===== config.mk =====
export PLATFORM = sky130hd
export DESIGN_NAME = text_line_server_flat
export DESIGN_NICKNAME = d
export VERILOG_FILES = /design/src/rtl/text_line_server_if.sv /design/src/rtl/text_line_server.sv /design/src/flat_wrapper.sv
export SDC_FILE = /design/constraint.sdc
export NUM_CORES = 2
export LEC_CHECK = 0
export BUFFER_PORTS_ARGS = -buffer_cell sky130_fd_sc_hd__buf_2
export CORE_UTILIZATION = 45
export DETAILED_ROUTE_END_ITERATION = 8
export PLACE_DENSITY = 0.59
export SLEW_MARGIN = 20
export SYNTH_ARGS = -nofsm -noshare
export SYNTH_HDL_FRONTEND = slang
export SYNTH_SLANG_ARGS = --single-unit

===== constraint.sdc =====
create_clock -name clk -period 12.7 [get_ports clk]
set_clock_uncertainty 0.2 [all_clocks]
set_input_delay 0.635 -clock clk [delete_from_list [all_inputs] [get_ports clk]]
set_output_delay 0.635 -clock clk [all_outputs]
set_load 0.05 [all_outputs]

===== src/rtl/text_line_server_if.sv =====
// rtl/text_line_server_if.sv - read port, character-write and number-write handshakes of text_line_server
interface text_line_server_if;
   logic [7:0] char_xy;
   logic [6:0] char_code;
   logic       wr_valid;
   logic       wr_ready;
   logic [7:0] wr_xy;
   logic [6:0] wr_code;
   logic       num_valid;
   logic       num_ready;
   logic [7:0] num_xy;
   logic [9:0] num_value;
   logic       busy;

   // Game logic / drawer side
   modport master (
      output char_xy, wr_valid, wr_xy, wr_code, num_valid, num_xy, num_value,
      input  char_code, wr_ready, num_ready, busy
   );

   // Character buffer side
   modport slave (
      input  char_xy, wr_valid, wr_xy, wr_code, num_valid, num_xy, num_value,
      output char_code, wr_ready, num_ready, busy
   );
endinterface


===== src/rtl/text_line_server.sv =====
// rtl/text_line_server.sv - 256-cell character buffer with char writes and 3-digit number writes
module text_line_server #(
   parameter logic [6:0] SPACE_CODE = 7'h20,
   parameter logic [6:0] DIGIT_BASE = 7'h30
) (
   input  logic               clk,
   input  logic               rst,
   text_line_server_if.slave  bus
);

   typedef enum logic [2:0] {CLEAR, IDLE, CONV, WR0, WR1, WR2} state_t;

   state_t      state_q, state_d;
   logic [7:0]  addr_q, addr_d;      // clear sweep address
   logic [7:0]  pos_q, pos_d;        // captured hundreds-digit position
   logic [21:0] shift_q, shift_d;    // {bcd[11:0], binary[9:0]} double-dabble register
   logic [3:0]  cnt_q, cnt_d;        // conversion iteration
   logic [6:0]  char_code_q, char_code_d;

   logic [6:0]  mem [256];
   logic        mem_we;
   logic [7:0]  mem_addr;
   logic [6:0]  mem_data;

   logic [9:0]  num_sat;
   logic [3:0]  hund, tens, units;

   // One shift-and-add-3 step: correct each BCD nibble >= 5, then shift left
   function automatic logic [21:0] bcd_step(input logic [21:0] s);
      logic [21:0] t;
      t = s;
      for (int i = 0; i < 3; i++) begin
         if (t[10 + 4*i +: 4] >= 4'd5)
            t[10 + 4*i +: 4] = t[10 + 4*i +: 4] + 4'd3;
      end
      return {t[20:0], 1'b0};
   endfunction

   assign num_sat = (bus.num_value > 10'd999) ? 10'd999 : bus.num_value;
   assign hund    = shift_q[21:18];
   assign tens    = shift_q[17:14];
   assign units   = shift_q[13:10];

   assign bus.wr_ready  = (state_q == IDLE);
   assign bus.num_ready = (state_q == IDLE) && !bus.wr_valid;
   assign bus.busy      = (state_q != IDLE);
   assign bus.char_code = char_code_q;

   // Next state, conversion datapath and the single buffer write port
   always_comb begin
      state_d  = state_q;
      addr_d   = addr_q;
      pos_d    = pos_q;
      shift_d  = shift_q;
      cnt_d    = cnt_q;
      mem_we   = 1'b0;
      mem_addr = addr_q;
      mem_data = SPACE_CODE;
      case (state_q)
         CLEAR: begin
            mem_we = 1'b1;
            addr_d = addr_q + 8'd1;
            if (addr_q == 8'hFF) state_d = IDLE;
         end
         IDLE: begin
            // Character write wins when both requests arrive together
            if (bus.wr_valid) begin
               mem_we   = 1'b1;
               mem_addr = bus.wr_xy;
               mem_data = bus.wr_code;
            end else if (bus.num_valid) begin
               pos_d   = bus.num_xy;
               shift_d = {12'd0, num_sat};
               cnt_d   = 4'd0;
               state_d = CONV;
            end
         end
         CONV: begin
            shift_d = bcd_step(shift_q);
            cnt_d   = cnt_q + 4'd1;
            if (cnt_q == 4'd9) state_d = WR0;
         end
         WR0: begin
            mem_we   = 1'b1;
            mem_addr = pos_q;
            mem_data = (hund == 4'd0) ? SPACE_CODE : DIGIT_BASE + {3'b000, hund};
            state_d  = WR1;
         end
         WR1: begin
            // Column wraps inside the row; the row nibble is never touched
            mem_we   = 1'b1;
            mem_addr = {pos_q[7:4], pos_q[3:0] + 4'd1};
            mem_data = (hund == 4'd0 && tens == 4'd0) ? SPACE_CODE : DIGIT_BASE + {3'b000, tens};
            state_d  = WR2;
         end
         WR2: begin
            mem_we   = 1'b1;
            mem_addr = {pos_q[7:4], pos_q[3:0] + 4'd2};
            mem_data = DIGIT_BASE + {3'b000, units};
            state_d  = IDLE;
         end
         default: state_d = CLEAR;
      endcase
   end

   // Read port: old contents on a same-cell collision, blank while clearing
   always_comb begin
      char_code_d = (state_q == CLEAR) ? SPACE_CODE : mem[bus.char_xy];
   end

   // Control and read-data registers
   always_ff @(posedge clk or negedge rst) begin
      if (!rst) begin
         state_q     <= CLEAR;
         addr_q      <= 8'd0;
         pos_q       <= 8'd0;
         shift_q     <= 22'd0;
         cnt_q       <= 4'd0;
         char_code_q <= SPACE_CODE;
      end else begin
         state_q     <= state_d;
         addr_q      <= addr_d;
         pos_q       <= pos_d;
         shift_q     <= shift_d;
         cnt_q       <= cnt_d;
         char_code_q <= char_code_d;
      end
   end

   // Buffer storage; contents survive reset until the next clear sweep
   always_ff @(posedge clk) begin
      if (mem_we) mem[mem_addr] <= mem_data;
   end

endmodule


===== src/flat_wrapper.sv =====
// flat-port wrapper written by rule: the top's interface ports become plain ports
module text_line_server_flat 
#(
   parameter logic [6:0] SPACE_CODE = 7'h20,
   parameter logic [6:0] DIGIT_BASE = 7'h30
)
  (clk, rst, bus_char_xy, bus_wr_valid, bus_wr_xy, bus_wr_code, bus_num_valid, bus_num_xy, bus_num_value, bus_char_code, bus_wr_ready, bus_num_ready, bus_busy);
  text_line_server_if bus_i ();
  input  logic clk;
  input  logic rst;
  input wire logic [$bits(bus_i.char_xy)-1:0] bus_char_xy;
  input wire logic [$bits(bus_i.wr_valid)-1:0] bus_wr_valid;
  input wire logic [$bits(bus_i.wr_xy)-1:0] bus_wr_xy;
  input wire logic [$bits(bus_i.wr_code)-1:0] bus_wr_code;
  input wire logic [$bits(bus_i.num_valid)-1:0] bus_num_valid;
  input wire logic [$bits(bus_i.num_xy)-1:0] bus_num_xy;
  input wire logic [$bits(bus_i.num_value)-1:0] bus_num_value;
  output wire logic [$bits(bus_i.char_code)-1:0] bus_char_code;
  output wire logic [$bits(bus_i.wr_ready)-1:0] bus_wr_ready;
  output wire logic [$bits(bus_i.num_ready)-1:0] bus_num_ready;
  output wire logic [$bits(bus_i.busy)-1:0] bus_busy;
  assign bus_i.char_xy = bus_char_xy;
  assign bus_i.wr_valid = bus_wr_valid;
  assign bus_i.wr_xy = bus_wr_xy;
  assign bus_i.wr_code = bus_wr_code;
  assign bus_i.num_valid = bus_num_valid;
  assign bus_i.num_xy = bus_num_xy;
  assign bus_i.num_value = bus_num_value;
  assign bus_char_code = bus_i.char_code;
  assign bus_wr_ready = bus_i.wr_ready;
  assign bus_num_ready = bus_i.num_ready;
  assign bus_busy = bus_i.busy;
  text_line_server #(.SPACE_CODE(SPACE_CODE), .DIGIT_BASE(DIGIT_BASE)) u_core (.clk(clk), .rst(rst), .bus(bus_i));
endmodule

# After elaboration in Yosys (flattened, before gate mapping)
# Memory sizes are Yosys's and may differ from the RTL's.
# Cells that the tools add are included.
dict set report word_totals {
  rom_bits 0
  word_cells 71
  ff_bits 52
  ramBits 1792
  input_bits 45
  output_inout_bits 10
  mem_count 1
  latch_bits 0
}
# memory words word_bits read_ports rd_ports_with_merged_regs wr line_no
set memory_table {}
lappend memory_table {u_core.mem 256 7 1 0 1 text_line_server.sv:20} ;# logic [6:0] mem [256];
dict set report classes {
  multipliers 0
  n_eq_ne 12
  addsub 10
  n_div 0
  n_bitwise 1
  mux 26
  n_lt_le_gt_ge 4
  shift 0
  n_reduce_logical 11
}
# op n
set ops {}
lappend ops {{$mux W22} 2}
lappend ops {{$pmux W22 S2} 1}
lappend ops {{$pmux W8 S4} 1}
lappend ops {{$mux W7} 4}
lappend ops {{$pmux W7 S4} 1}
lappend ops {{$add A6 B4 Y7 const A} 3}
lappend ops {{$pmux W3 S6} 1}
lappend ops {{$mux W4} 4}
lappend ops {{$mux W3} 5}
lappend ops {{$add A4 B2 Y4 const B} 3}
lappend ops {{$ge A4 B3 Y1 const B} 3}
lappend ops {{$gt A10 B10 Y1 const B} 1}
lappend ops {{$mux W10} 1}
lappend ops {{$add A4 B1 Y4 const B} 2}
lappend ops {{$add A8 B1 Y8 const B} 1}
lappend ops {{$eq A8 B8 Y1 const B} 1}
lappend ops {{$logic_not A4 Y1} 2}
lappend ops {{$mux W8} 1}
lappend ops {{$pmux W4 S2} 1}
lappend ops {{$eq A3 B2 Y1 const B} 2}
lappend ops {{$eq A3 B3 Y1 const B} 2}
lappend ops {{$reduce_and A3 Y1} 2}
lappend ops {{$eq A4 B4 Y1 const B} 1}
lappend ops {{$ne A2 B1 Y1 const B} 2}
lappend ops {{13 further kinds} 17}

# Depth between registers and ports, before layout
dict set report logic_depth {
  word_depth 5
  ltp_mapped 12
  mapped_depth_nobuf 7
}

# Worst setup path before layout
# OpenSTA, ideal clock, no wires.
dict set report synth_timing {
  kind {reg2reg}
  from {register u_core.state_q[0]}
  to {memory u_core.mem[0][2] (data pin)}
  arrival_ps 11045
  stages_incl_launch_ff 6
  setup_slack_ps -732
  t_required_ps 10313
  setup_time_ps 2187
  synth_period_minus_slack_ps 13432
  path_cell_list {dfrtp_1 buf_2 clkbuf_1 clkbuf_1 a32oi_1 o21ai_0}
}
dict set report synth_between {
  elab_chain_len 2
  elab_cells_between_ends 5
  cone_classes {eq/ne (4); mux (1)}
}
# item line_no
set synth_rtl {}
lappend synth_rtl {{from (decl)} text_line_server.sv:13} ;# state_t state_q, state_d;
lappend synth_rtl {{from (signal assigned)} text_line_server.sv:121} ;# state_q <= state_d;
lappend synth_rtl {{$eq A3 B3 Y1, or another cell as far along} text_line_server.sv:59} ;# case (state_q)
lappend synth_rtl {{$pmux W7 S4 (*)} text_line_server.sv:59}
lappend synth_rtl {{net u_core.mem_data[2]} text_line_server.sv:23} ;# logic [6:0] mem_data;
lappend synth_rtl {{to (decl)} text_line_server.sv:20}
# The timed path passes the listed nets; every way through them passes the cells marked *.

# Final worst setup path
dict set report layout_timing {
  from {register u_core.state_q[0]}
  to {memory u_core.mem[2][0] (enable)}
}
dict set report layout_between {
  elab_chain_len 5
  elab_cells_between_ends 10
  cone_classes {eq/ne (4); mux (4); reduce/logical (2)}
}
# item line_no
set layout_rtl {}
lappend layout_rtl {{$eq A3 B2 Y1, or another cell as far along} text_line_server.sv:59}
lappend layout_rtl {{$reduce_or A4 Y1 (no line)} --}
lappend layout_rtl {{$pmux W1 S2} text_line_server.sv:59}
lappend layout_rtl {{$mux W1} text_line_server.sv:132} ;# if (mem_we) mem[mem_addr] <= mem_data;
lappend layout_rtl {{$mux W1 (implied by the code)} text_line_server.sv:132}
# Parallel ways exist; a longest one is shown, timed or not.

==> flow_summary.ini <==
[clock_tree]
h-tree-depth = 4
clk_latency_ns = 0.83
clk_pin_slew_worst_paths_ns = 0.06
cts.sinks = 1844
cts_tree = built
cts.path.max_buffers = 3
numCtsBuffers = 187
cts-root-buf = clkbuf_16

[synth]
ys_ff_latch = 1844
syn_area_um2 = 72900
synthTopCellsByArea = edfxtp_1 (74%), mux4_2 (11%), mux2i_1 (3.0%)
synth_nets = 3823
synth_simple_gate_area_frac = 0.0370
seq_area_frac_synth = 0.756
yosys-top-cells-count = edfxtp_1 (1792), mux4_2 (352), nor2_1 (288), mux2i_1 (222), nand2_1 (121)
synth_top_family_by_area = multiplexers
synth-adder-area-share = 0.00206
synth-xor-area-share = 0.00156
synth_compound_area_frac = 0.0438
yosys_warnings = 0
netlist-cell-type-count = 73
yosysMostFrequentCell = edfxtp_1
synth-edff-count = 1792
netlist_instances = 3766
yosys.area.top_type = edfxtp_1
synthMuxAreaShare = 0.143
async_flop_share = 0.0282
synth_ff_type = edfxtp_1
yosysTopAreaCellShare = 0.738
syn_avg_cell_area_um2 = 19.4

[place]
place_hpwl_mm = 116
gp_congestion = 0.860
port_buffers = 54
dpl.cell_count = 5844

[sta]
post-route-period-util = 0.388
max_freq_ghz = 0.203
tns_ns = 0
max_slew_margin = 0.207
slew_viol_final = 0
setup_violations = 0
timing.final.crit_period_ns = 4.92
finalHoldViolCount = 0
max_slew.worst_pin.slew_ns = 1.19
rsz0062_at_grt = no

[global_routing]
grt_max_degree = 200
grt_pass1_wl_mm = 278
track_usage = 0.239
antenna_found_initial = 5
grt_overflow = 0
grt_pass1_vias = 37600

[drt]
routedWlPerCell_um = 31.2
final_antenna_net_count = 0
dr.pass1.iters = 9
totalWireLength_mm = 194
viasPerCell = 6.07
vias = 37800
drcViolationCount = 0
drtIter0Drc = 4210

[worst_setup_path]
rr_worst_depth = 5
end_kind = register
path_class = reg -> reg
reg2reg_slack_ns = 7.78
worst-endpoint-required_ns = 12.95
start_kind = register
cp.arrival_ns = 5.18
path_max_fanout = 28

[cells_and_area]
nFillCells = 13000
drive_gt1_frac = 0.204
syn_to_final_growth_pct = 12.1
instances_no_fill = 6218
layout.nets = 3951

[hold_path]
hp-class = in -> reg
worstHoldPathCells = 5

[die]
die_h_um = 405
core_um2 = 161000
dieArea_um2 = 164000
initial_utilization = 0.454
rows = 147
pin_count = 55
dieWidth_um = 405

[status]
status = finished clean

[run]
drv_cap = 0

[pwr]
vdd_drop_max_uv = 169
p_total_uw = 14900
p_leak_uw = 0.0261
p_per_area_nw_per_um2 = 182
==> critical path: stages, from the launching register on <==
cell	delay [ns]
dfrtp_1	0.87
o21ai_0	0.21
o21a_1	0.33
a222oi_1	1.01
nand3_1	1.00
nor2_1	0.91
==> stage by stage <==
step / cell area [µm²] / setup WS [ns] / hold slack, ns / utilization
after floorplan: 72900 / 3.65 / 0.139 / -
after global placement: 75600 / 7.46 / 0.261 / 0.471
after detailed placement: 75700 / 7.50 / 0.270 / 0.471
after CTS: 81600 / 7.94 / 0.102 / 0.508
after global routing: 81700 / 7.46 / 0.157 / 0.508
final: 81700 / 7.78 / 0.153 / 0.508
==> cell families after synthesis <==
logic type | Yosys count
flip-flops | 1844
AND/OR/NAND/NOR | 602
multiplexers | 597
AO/OA/AOI/OAI | 450
buffers and inverters | 248
XOR/XNOR | 13
adder cells (fa/ha/maj) | 12
==> worst paths after layout <==
check                                  start                       to
max                        u_core.state_q[0]         u_core.mem[2][0]
min                            bus_num_valid        u_core.state_q[0]
max reg2reg                u_core.state_q[0]         u_core.mem[2][0]
min reg2reg                u_core.shift_q[0]        u_core.shift_q[1]
max in group asynchronous                rst  u_core.bus.char_code[3]
min in group asynchronous                rst       u_core.shift_q[11]
==> layer usage <==
layer	wire length, µm	track usage
met1	82000	0.343
met3	13800	0.0408
met4	6350	0.0782
met5	23	0
met2	92000	0.373
==> area by class of cell <==
type | count | area, µm² | area share
sequential | 1844 | 55100 | 0.674
timing repair buffer | 172 | 1320 | 0.0162
clock inverter | 110 | 791 | 0.00967
clock buffer | 239 | 4980 | 0.0609
antenna | 4 | 10.0 | 0.000122
inverter | 15 | 58.8 | 0.000719
tap | 2160 | 2700 | 0.0331
multi-input combinational | 1674 | 16800 | 0.205
==> where the power goes <==
part | total, µW | switching [µW] | internal [µW]
Combinational | 2170 | 1690 | 478
Sequential | 7450 | 145 | 7300
Clock | 5240 | 2340 | 2900
==> repair_timing <==
| item | in CTS | in global routing |
|---|---|---|
| gates resized for setup | 0 | 0 |
| setup endpoints to repair | 0 | 0 |
| hold buffers | 19 | 0 |
| endpoints found under the hold margin | 69 | 0 |
| setup buffers | 0 | 0 |
==> flip-flops by register name, summed over array words and instances (netlist names) <==
name,flops
u_core.addr_q,8
u_core.bus.char_code,7
u_core.mem,1792
u_core.state_q,3
u_core.shift_q,22
u_core.cnt_q,4
u_core.pos_q,8
==> cells in the final DEF, fill, tap and decap left out, types with 7 or more instances in the layout <==
master,synthesis,layout
clkinv_2,0,33
and2_1,13,11
inv_1,15,13
o221ai_1,90,90
dfrtp_1,51,51
nor2b_1,15,13
clkinv_1,0,51
mux4_2,352,352
buf_4,45,93
mux2i_1,222,222
o211ai_1,15,15
a221oi_1,16,16
o31ai_1,9,9
a211oi_1,8,8
ha_1,12,12
nor3_2,0,18
nand2_1,121,118
clkbuf_16,0,190
xnor2_1,7,7
nor3_1,47,29
mux2_2,23,23
a22o_1,15,15
nor2_1,288,287
nand2b_1,21,19
buf_12,0,7
clkbuf_1,120,45
dlygate4sd3_1,0,19
nand3b_1,7,7
nand4_1,12,12
o21ai_0,70,67
o22ai_1,51,51
a21oi_1,69,69
nand3_1,33,33
edfxtp_1,1792,1792
buf_2,43,50
and3_1,11,11
a31oi_1,8,8
a22oi_1,36,36
No activity file was read; power rests on OpenSTA's default activity.
